`src/rtl/matmul_pkg.sv`:
```
`default_nettype none
// ============================================================================
// Module      : matmul_pkg
// Description : Shared constants, state encoding and row-major address
//               helpers for the 3x3 matrix-multiply MAC scheduler.
// Revision    : 1.0 - initial release
// ============================================================================
package matmul_pkg;

    // Matrix dimension and element count
    localparam int N          = 3;
    localparam int NN         = N * N;

    // Width of every memory index (covers 0..8)
    localparam int IDX_W      = 4;

    // Default datapath widths
    localparam int DEF_DATA_W = 8;
    localparam int DEF_OUT_W  = 8;
    localparam int DEF_ACC_W  = 2 * DEF_DATA_W + 2;

    // Scheduler state encoding
    typedef logic [2:0] state_t;
    localparam state_t S_IDLE  = 3'd0;
    localparam state_t S_FETCH = 3'd1;
    localparam state_t S_DRAIN = 3'd2;
    localparam state_t S_WRITE = 3'd3;
    localparam state_t S_DONE  = 3'd4;

    // Row-major index of element (r, c) in an N x N matrix
    function automatic logic [IDX_W-1:0] rm_addr(input logic [1:0] r,
                                                 input logic [1:0] c);
        return (IDX_W'(r) * IDX_W'(N)) + IDX_W'(c);
    endfunction

    // A operand index for output row r, inner term k
    function automatic logic [IDX_W-1:0] a_index(input logic [1:0] r,
                                                 input logic [1:0] k);
        return rm_addr(r, k);
    endfunction

    // B operand index for inner term k, output column c
    function automatic logic [IDX_W-1:0] b_index(input logic [1:0] k,
                                                 input logic [1:0] c);
        return rm_addr(k, c);
    endfunction

endpackage : matmul_pkg
`default_nettype wire

```
`src/rtl/matmul_mac.sv`:
```
`default_nettype none
// ============================================================================
// Module      : matmul_mac
// Description : Single registered multiply-accumulate unit. When enabled it
//               either loads the unsigned product (first term of a dot
//               product) or adds it to the running accumulator.
// Revision    : 1.0 - initial release
// ============================================================================
module matmul_mac
    import matmul_pkg::*;
#(
    parameter int DATA_W = DEF_DATA_W,
    parameter int ACC_W  = DEF_ACC_W
) (
    input  logic              clk,
    input  logic              rst,
    input  logic              i_en,
    input  logic              i_clear_first,
    input  logic [DATA_W-1:0] i_a,
    input  logic [DATA_W-1:0] i_b,
    output logic [ACC_W-1:0]  o_acc
);

    logic [2*DATA_W-1:0] w_prod;
    logic [ACC_W-1:0]    w_prod_ext;
    logic [ACC_W-1:0]    r_acc;

    // Full-precision unsigned product, zero-extended to the accumulator width
    assign w_prod     = {{DATA_W{1'b0}}, i_a} * {{DATA_W{1'b0}}, i_b};
    assign w_prod_ext = ACC_W'(w_prod);

    // Accumulator: load on the first term of an element, add on later terms
    always_ff @(posedge clk) begin
        if (rst) begin
            r_acc <= '0;
        end else if (i_en) begin
            if (i_clear_first) begin
                r_acc <= w_prod_ext;
            end else begin
                r_acc <= r_acc + w_prod_ext;
            end
        end
    end

    assign o_acc = r_acc;

endmodule : matmul_mac
`default_nettype wire

```
`src/rtl/matmul_mac_scheduler.sv`:
```
`default_nettype none
// ============================================================================
// Module      : matmul_mac_scheduler
// Description : Computes C = A x B for 3x3 matrices held in synchronous-read
//               memories using one shared MAC issued 27 times. Each output
//               element takes five cycles: three FETCH, one DRAIN, one WRITE.
//               Optional build macro MATMUL_SAT_EN selects saturating C
//               results; without it results are truncated modulo 2^OUT_W.
// Revision    : 1.0 - initial release
// ============================================================================
module matmul_mac_scheduler
    import matmul_pkg::*;
#(
    parameter int DATA_W = DEF_DATA_W,
    parameter int OUT_W  = DEF_OUT_W,
    parameter int ACC_W  = 2 * DATA_W + 2
) (
    input  logic              clk,
    input  logic              rst,
    input  logic              start,
    input  logic              abort,
    output logic [IDX_W-1:0]  a_addr,
    input  logic [DATA_W-1:0] a_rdata,
    output logic [IDX_W-1:0]  b_addr,
    input  logic [DATA_W-1:0] b_rdata,
    output logic [IDX_W-1:0]  c_addr,
    output logic [OUT_W-1:0]  c_wdata,
    output logic              c_we,
    output logic              busy,
    output logic              done,
    output logic              ovf
);

    // Largest value representable in a C element, at accumulator width
    localparam logic [ACC_W-1:0] c_OUT_MAX = {{(ACC_W-OUT_W){1'b0}}, {OUT_W{1'b1}}};
    localparam logic [1:0]       c_K_LAST  = 2'(N - 1);
    localparam logic [1:0]       c_C_LAST  = 2'(N - 1);

    state_t           r_state;
    state_t           w_state_nxt;
    logic [1:0]       r_row;
    logic [1:0]       r_col;
    logic [1:0]       r_k;
    logic [IDX_W-1:0] r_a_hold;
    logic [IDX_W-1:0] r_b_hold;
    logic             r_mac_en;
    logic             r_mac_first;
    logic             r_ovf;

    logic             w_in_fetch;
    logic             w_in_write;
    logic             w_abort_act;
    logic             w_last_elem;
    logic             w_acc_over;
    logic [IDX_W-1:0] w_a_idx;
    logic [IDX_W-1:0] w_b_idx;
    logic [IDX_W-1:0] w_c_idx;
    logic [ACC_W-1:0] w_acc;
    logic [OUT_W-1:0] w_wdata;

    assign w_in_fetch  = (r_state == S_FETCH);
    assign w_in_write  = (r_state == S_WRITE);
    assign w_abort_act = abort && (r_state != S_IDLE);

    assign w_a_idx     = a_index(r_row, r_k);
    assign w_b_idx     = b_index(r_k, r_col);
    assign w_c_idx     = rm_addr(r_row, r_col);
    assign w_last_elem = (w_c_idx == IDX_W'(NN - 1));
    assign w_acc_over  = (w_acc > c_OUT_MAX);

    // Next-state logic; an abort from any busy state returns to IDLE
    always_comb begin
        w_state_nxt = r_state;
        case (r_state)
            S_IDLE:  if (start) w_state_nxt = S_FETCH;
            S_FETCH: if (r_k == c_K_LAST) w_state_nxt = S_DRAIN;
            S_DRAIN: w_state_nxt = S_WRITE;
            S_WRITE: w_state_nxt = w_last_elem ? S_DONE : S_FETCH;
            S_DONE:  w_state_nxt = S_IDLE;
            default: w_state_nxt = S_IDLE;
        endcase
        if (w_abort_act) begin
            w_state_nxt = S_IDLE;
        end
    end

    // State register, element/term counters, address hold and sticky overflow
    always_ff @(posedge clk) begin
        if (rst) begin
            r_state     <= S_IDLE;
            r_row       <= '0;
            r_col       <= '0;
            r_k         <= '0;
            r_a_hold    <= '0;
            r_b_hold    <= '0;
            r_mac_en    <= 1'b0;
            r_mac_first <= 1'b0;
            r_ovf       <= 1'b0;
        end else begin
            r_state     <= w_state_nxt;
            // The memory answers one cycle after FETCH, so the MAC strobe
            // and its first-term flag trail the FETCH cycle by one.
            r_mac_en    <= w_in_fetch && !w_abort_act;
            r_mac_first <= (r_k == 2'd0);
            case (r_state)
                S_IDLE: begin
                    if (start) begin
                        r_row <= '0;
                        r_col <= '0;
                        r_k   <= '0;
                        r_ovf <= 1'b0;
                    end
                end
                S_FETCH: begin
                    r_a_hold <= w_a_idx;
                    r_b_hold <= w_b_idx;
                    if (r_k != c_K_LAST) begin
                        r_k <= r_k + 2'd1;
                    end
                end
                S_WRITE: begin
                    if (!w_abort_act) begin
                        if (w_acc_over) begin
                            r_ovf <= 1'b1;
                        end
                        if (!w_last_elem) begin
                            r_k <= '0;
                            if (r_col == c_C_LAST) begin
                                r_col <= '0;
                                r_row <= r_row + 2'd1;
                            end else begin
                                r_col <= r_col + 2'd1;
                            end
                        end
                    end
                end
                default: begin
                end
            endcase
        end
    end

    matmul_mac #(
        .DATA_W (DATA_W),
        .ACC_W  (ACC_W)
    ) u_mac (
        .clk           (clk),
        .rst           (rst),
        .i_en          (r_mac_en),
        .i_clear_first (r_mac_first),
        .i_a           (a_rdata),
        .i_b           (b_rdata),
        .o_acc         (w_acc)
    );

`ifdef MATMUL_SAT_EN
    // Saturate results that do not fit in a C element
    assign w_wdata = w_acc_over ? {OUT_W{1'b1}} : w_acc[OUT_W-1:0];
`else
    // Keep the low bits, matching the legacy 8-bit result path
    assign w_wdata = w_acc[OUT_W-1:0];
`endif

    // Addresses track the counters in FETCH and hold their last value elsewhere
    assign a_addr  = w_in_fetch ? w_a_idx : r_a_hold;
    assign b_addr  = w_in_fetch ? w_b_idx : r_b_hold;

    assign c_addr  = w_c_idx;
    assign c_wdata = w_wdata;
    assign c_we    = w_in_write && !abort;
    assign done    = (r_state == S_DONE) && !abort;
    assign busy    = (r_state != S_IDLE);
    assign ovf     = r_ovf;

endmodule : matmul_mac_scheduler
`default_nettype wire

```
`config.mk`:
```
export PLATFORM = sky130hd
export DESIGN_NAME = matmul_mac_scheduler
export DESIGN_NICKNAME = d
export VERILOG_FILES = /design/src/rtl/matmul_pkg.sv /design/src/rtl/matmul_mac.sv /design/src/rtl/matmul_mac_scheduler.sv
export SDC_FILE = /design/constraint.sdc
export NUM_CORES = 1
export LEC_CHECK = 0
export ABC_AREA = 1
export CORE_MARGIN = 8
export CORE_UTILIZATION = 65
export DETAILED_ROUTE_END_ITERATION = 10
export PLACE_DENSITY = 0.95
export SLEW_MARGIN = 20
export SYNTH_ARGS = -nofsm -noshare
export SYNTH_HDL_FRONTEND = slang
export SYNTH_SLANG_ARGS = --single-unit
export TNS_END_PERCENT = 50
```
`constraint.sdc`:
```
create_clock -name clk -period 8.8 [get_ports clk]
set_input_delay 0.88 -clock clk [delete_from_list [all_inputs] [get_ports clk]]
set_output_delay 0.88 -clock clk [all_outputs]
set_load 0.005 [all_outputs]
```
; Word-level counts from Yosys, hierarchy flattened
; Cells that the tools add are included.
[op_classes]
n_addsub = 7
n_mul = 3
order_cmp = 1
eq_ne = 15
n_mux = 24
n_reduce_logical = 17
[op_table]
columns = operator, n
row1 = $mux 2, 10
row2 = $add 18x16->18, 1
row3 = $gt 18x8->1 const B, 1
row4 = $mux 18, 1
row5 = $mul 8x8->16, 1
row6 = $add 4x2->4, 3
row7 = $pmux 3 s4, 1
row8 = $reduce_and 5->1, 2
row9 = $mux 3, 3
row10 = $mul 2x2->4 const B, 2
row11 = $mux 4, 2
row12 = $ne 2x1->1 const B, 4
row13 = $ne 2x2->1 const B, 4
row14 = $pmux 2 s2, 2
row15 = $reduce_and 4->1, 2
row16 = $add 2x1->2 const B, 3
row17 = $eq 3x2->1 const B, 2
row18 = $pmux 2 s3, 1
row19 = $reduce_bool 3->1, 2
row20 = $eq 2x2->1 const B, 2
row21 = $eq 4x4->1 const B, 1
row22 = $logic_and 1x1->1, 4
row23 = $eq 3x1->1 const B, 1
row24 = $eq 3x3->1 const B, 1
row25 = other kinds (8), 11
[word_totals]
reg_bits = 38
input_bits = 20
output_inout_bits = 24
elab_cells = 77

; Longest topological paths before layout
[depth]
ltp_word = 6
ltp_mapped = 31
ltp_nobuf = 30

; Cells and area by module
; A second synthesis with hierarchy kept.
[hier_totals]
cells_unflattened = 863
area_unflattened_um2 = 5536.6
[by_module_without_submodules]
columns = module, n_inst, cells_per_inst, area_per_inst_um2, seq_area_each_um2
row1 = matmul_mac, 1, 673, 4146.5, 360.3
row2 = matmul_mac_scheduler, 1, 190, 1390.1, 400.4

; Least setup slack after synthesis
; Ideal clock, no wire load.
[synth_path]
path_type = in2reg
start = in a_rdata[0]
end = reg u_mac.r_acc[9] (netlist: u_mac.o_acc[9])
setup_time_ns = 0.132
t_arrival_ns = 5.315
required_ns = 8.668
setup_slack_ns = 3.353
path_stages = 22
n_path_buf = 1
path_cell_list = clkbuf_1 -> nand2_1 -> fa_1 -> fa_1 -> inv_1 -> fa_1 -> inv_1 -> fa_1 -> inv_1 -> ha_1 -> nand2_1 -> inv_1 -> a21oi_1 -> xnor2_1 -> ha_1 -> nand2_1 -> inv_1 -> a21oi_1 -> nand3_1 -> or2_2 -> nand2_1 -> a21oi_1
[synth_between]
elab_chain_len = 3
[synth_rtl]
columns = item, line_no
row1 = from (decl), matmul_mac_scheduler.sv:23  ; input logic [DATA_W-1:0] a_rdata,
row2 = $mul 8x8->16 (*), matmul_mac.sv:29  ; assign w_prod = {{DATA_W{1'b0}}, i_a} * {{DATA_W{1'b0}}, i_b};
row3 = $add 18x16->18, matmul_mac.sv:40  ; r_acc <= r_acc + w_prod_ext;
row4 = $mux 18 (*), matmul_mac.sv:37  ; if (i_clear_first) begin
row5 = to (signal assigned), matmul_mac.sv:38  ; r_acc <= w_prod_ext;
row6 = to (signal assigned), matmul_mac.sv:40
row7 = to (decl), matmul_mac.sv:26  ; logic [ACC_W-1:0] r_acc;
; Mark *: on every way between the ends. The rest lies on a longest branch, timed or not.
; A chain may end at the register's enable or synchronous reset.

; Worst setup path in the final report
; Same ends and word-level chain as after synthesis.

==> run_results.csv <==
group,metric,value,unit
outcome,status,"completed",
setup_path,crit_fanout,8,
clock_network,clk_latency,0.30,ns
layout,fin_nets,973,
grt,grt_pass1_wl,22400,um
setup_path,required,8.97,ns
clock_network,h-tree-depth,2,
clock_network,cts.sinks,38,
layout,synthToLayoutAreaGrowth,9.39,%
timing,finalSetupViolations,0,
die,start_util,0.665,
timing,hold_viol,0,
grt,grt_max_degree,27,
timing,period_minus_slack,6.05,ns
clock_network,cts_inserted_buffers,5,
die,die_area,11500,um^2
layout,design_area,5950,um^2
routing,firstDrtPassIters,5,
die,core,8180,um^2
grt,grt_pass1_vias,5051,
logic_synthesis,syn_nets,955,
placement,portBuffers,43,
timing,fin_ws,2.75,ns
setup_path,worstPathArrival,6.23,ns
layout,antenna_cells,0,
timing,rsz0062_at_grt,"false",
timing,finClkSkew,0.00624,ns
placement,placed_area,5830,um^2
hold_path,hold_path.class,"reg -> reg",
timing,tightestPinTransition,0.948,ns
run,drv_cap,0,
logic_synthesis,yosysSeqAreaShare,0.140,
placement,place_congestion,0.934,
clock_network,cts_tree,"done",
logic_synthesis,syn_inst,831,
setup_path,start_kind,"input pin",
grt,antenna_found_initial,0,
timing,drv_slew,0,
setup_path,end_kind,"flip-flop",
timing,slew_headroom,0.365,
routing,drcViolationCount,0,
power_and_ir_drop,design_power_total,1.64,mW
layout,drive_gt1_frac,0.0377,
clock_network,postCtsResizedCells,0,
clock_network,postCtsSetupRepairBufs,0,
logic_synthesis,synth_top_area_frac,0.162,
setup_path,slowest_stage,"clkdlybuf4s50_1",
clock_network,ctsHoldBuffers,0,
clock_network,clk_path_buf_depth,2,
placement,dpl.hpwl,10400,um
setup_path,crit_path_max_incr_delay,0.64,ns
routing,wl_per_cell,13.5,um
logic_synthesis,yosysUniqueCellTypes,39,
die,die_h,107,um
timing,fmax,0.165,GHz
power_and_ir_drop,irDropWorstVdd,0.146,mV
logic_synthesis,synthTopCellsByArea,"nand2_1 (16%), fa_1 (15%), ha_1 (14%), dfxtp_1 (14%), inv_1 (13%)",
timing,fin_crit_sh,0.688,
routing,vias_per_cell,5.38,
routing,via_count,5137,
power_and_ir_drop,power_density,275,nW/um^2
routing,ant_nets,0,
clock_network,root_buffer,"clkbuf_8",
logic_synthesis,synth_top_area_cell,"nand2_1",
die,dieWidth,107,um
logic_synthesis,ys_seq_elements,38,
grt,track_usage,0.232,
die,rows,33,
die,num_io_pins,44,
clock_network,clk_pin_slew,0.08,ns
setup_path,path_class,"in -> reg",
timing,tns,0,ns
logic_synthesis,netlist_area,5440,um^2
grt,grt.overflow.total,0,
setup_path,path_cells,"clkdlybuf4s50_1, nand2_1, fa_1, fa_1, inv_1, fa_1, inv_1, fa_1, inv_1, ha_1, nand2_1, inv_1, a21oi_1, xnor2_1, ha_1, nand2_1, inv_1, a21oi_1, nand3_1, or2_2, nand2_1, a21oi_1",
logic_synthesis,yosys_warnings,0,
routing,drt_first_iter_violations,427,
routing,wl,12900,um
setup_path,critPathMostFrequentCell,"inv_1",
power_and_ir_drop,power.leakage,3.46,nW
placement,post-place-ws,2.54,ns
logic_synthesis,syn_area_per_cell,6.54,um^2
layout by cell type (no fill, tap or decap), types with 3 or more instances in the layout:
cell / count
a31oi_1: 8
nor2_4: 3
xnor2_1: 5
inv_1: 188
or2_2: 4
dfxtp_1: 38
a211oi_2: 3
a21oi_1: 43
nand3b_1: 4
clkbuf_8: 6
nand4_1: 5
o21ai_0: 14
xor2_1: 6
nand2_1: 235
clkdlybuf4s50_1: 43
and2_1: 7
fa_1: 41
nor4_1: 3
nor2_1: 49
ha_1: 63
or2_1: 6
nor3_1: 6
a211oi_1: 5
nand3_1: 42
inv_2: 3
metrics by stage:
step / instances / util / hold WS [ns]
detailed placement: 947 / 0.714 / 0.459
finish: 954 / 0.727 / 0.470
CTS: 954 / 0.727 / 0.478
global placement: 947 / 0.714 / 0.459
global route: 954 / 0.727 / 0.500
floorplan: 831 / - / 0.455
cell families after synthesis:
group,synth area share
AND/OR/NAND/NOR,0.294
buffers and inverters,0.165
adder cells (fa/ha/maj),0.296
AO/OA/AOI/OAI,0.0845
flip-flops,0.140
XOR/XNOR,0.0207
where the power goes:
part           total (mW)  internal [mW]  leakage, nW  switching [mW]
sequential          0.266          0.218        0.310          0.0484
combinational        1.21          0.472         3.09           0.740
clock               0.158         0.0908       0.0573          0.0672
total                1.64          0.780         3.46           0.856
final timing paths:
check | start | to | slack (ns) | cells after the start
setup / recovery | a_rdata[0] | u_mac.o_acc[9]$_SDFFE_PP0P_ | 2.75 | 22
hold / removal | ovf$_SDFFE_PP0P_ | ovf$_SDFFE_PP0P_ | 0.47 | 2
setup reg to reg | r_mac_en$_SDFF_PP0_ | u_mac.o_acc[6]$_SDFFE_PP0P_ | 6.11 | 7
hold reg to reg | ovf$_SDFFE_PP0P_ | ovf$_SDFFE_PP0P_ | 0.47 | 2
final cells by class:
| cell class | count | area (um^2) |
|---|---|---|
| timing repair buffer | 44 | 438 |
| fill | 619 | 2230 |
| clock buffer | 6 | 82.6 |
| sequential | 38 | 761 |
| tap | 105 | 131 |
| multi-input combinational | 567 | 3780 |
| clock inverter | 1 | 30.0 |
| inverter | 193 | 727 |
registers in the layout, indices dropped and copies added (netlist names):
name	count
ovf	1
r_a_hold	4
r_b_hold	4
r_col	2
r_k	2
r_mac_en	1
r_mac_first	1
r_row	2
r_state	3
u_mac.o_acc	18
worst max-delay path, delay by kind of cell:
family	cells	cell delay, ns
AOI/OAI and AO/OA	3	0.45
xor gates and xnor gates	1	0.17
adders and majority gates	6	2.83
buffers and inverters	6	0.96
and+or+nand+nor	6	0.95
synthesized netlist by cell type:
cell	number
a21oi_1	43
nor4_1	3
nor2_1	49
a31oi_1	8
buf_4	8
nand2_2	1
nor3_1	6
nand3b_1	4
nand4_1	5
nand2_1	235
o21bai_1	2
o21a_1	1
nand2_4	1
a211oi_2	3
ha_1	63
nor2_2	2
nand3_1	42
nand3_2	2
dfxtp_1	38
fa_1	41
buf_2	2
xnor2_1	5
nor2_4	3
or2_1	6
o211ai_1	2
o221a_2	1
inv_1	188
or2_2	4
xor2_2	1
inv_2	3
buf_6	2
clkinv_1	1
o21ai_0	14
inv_4	1
xor2_1	6
nor3_2	2
and2_1	7
a211oi_1	5
clkbuf_1	21
per-layer routing:
metal / wire [um] / up-vias / global-route usage / part of all wire
li1: - / 2552 / - / -
met5: 0 / - / 0 / 0
met4: 372 / 0 / 0.0783 / 0.029
met2: 6320 / 185 / 0.427 / 0.49
met3: 849 / 46 / 0.0371 / 0.066
met1: 5320 / 2354 / 0.266 / 0.41
(Power assumes the default switching activity.)
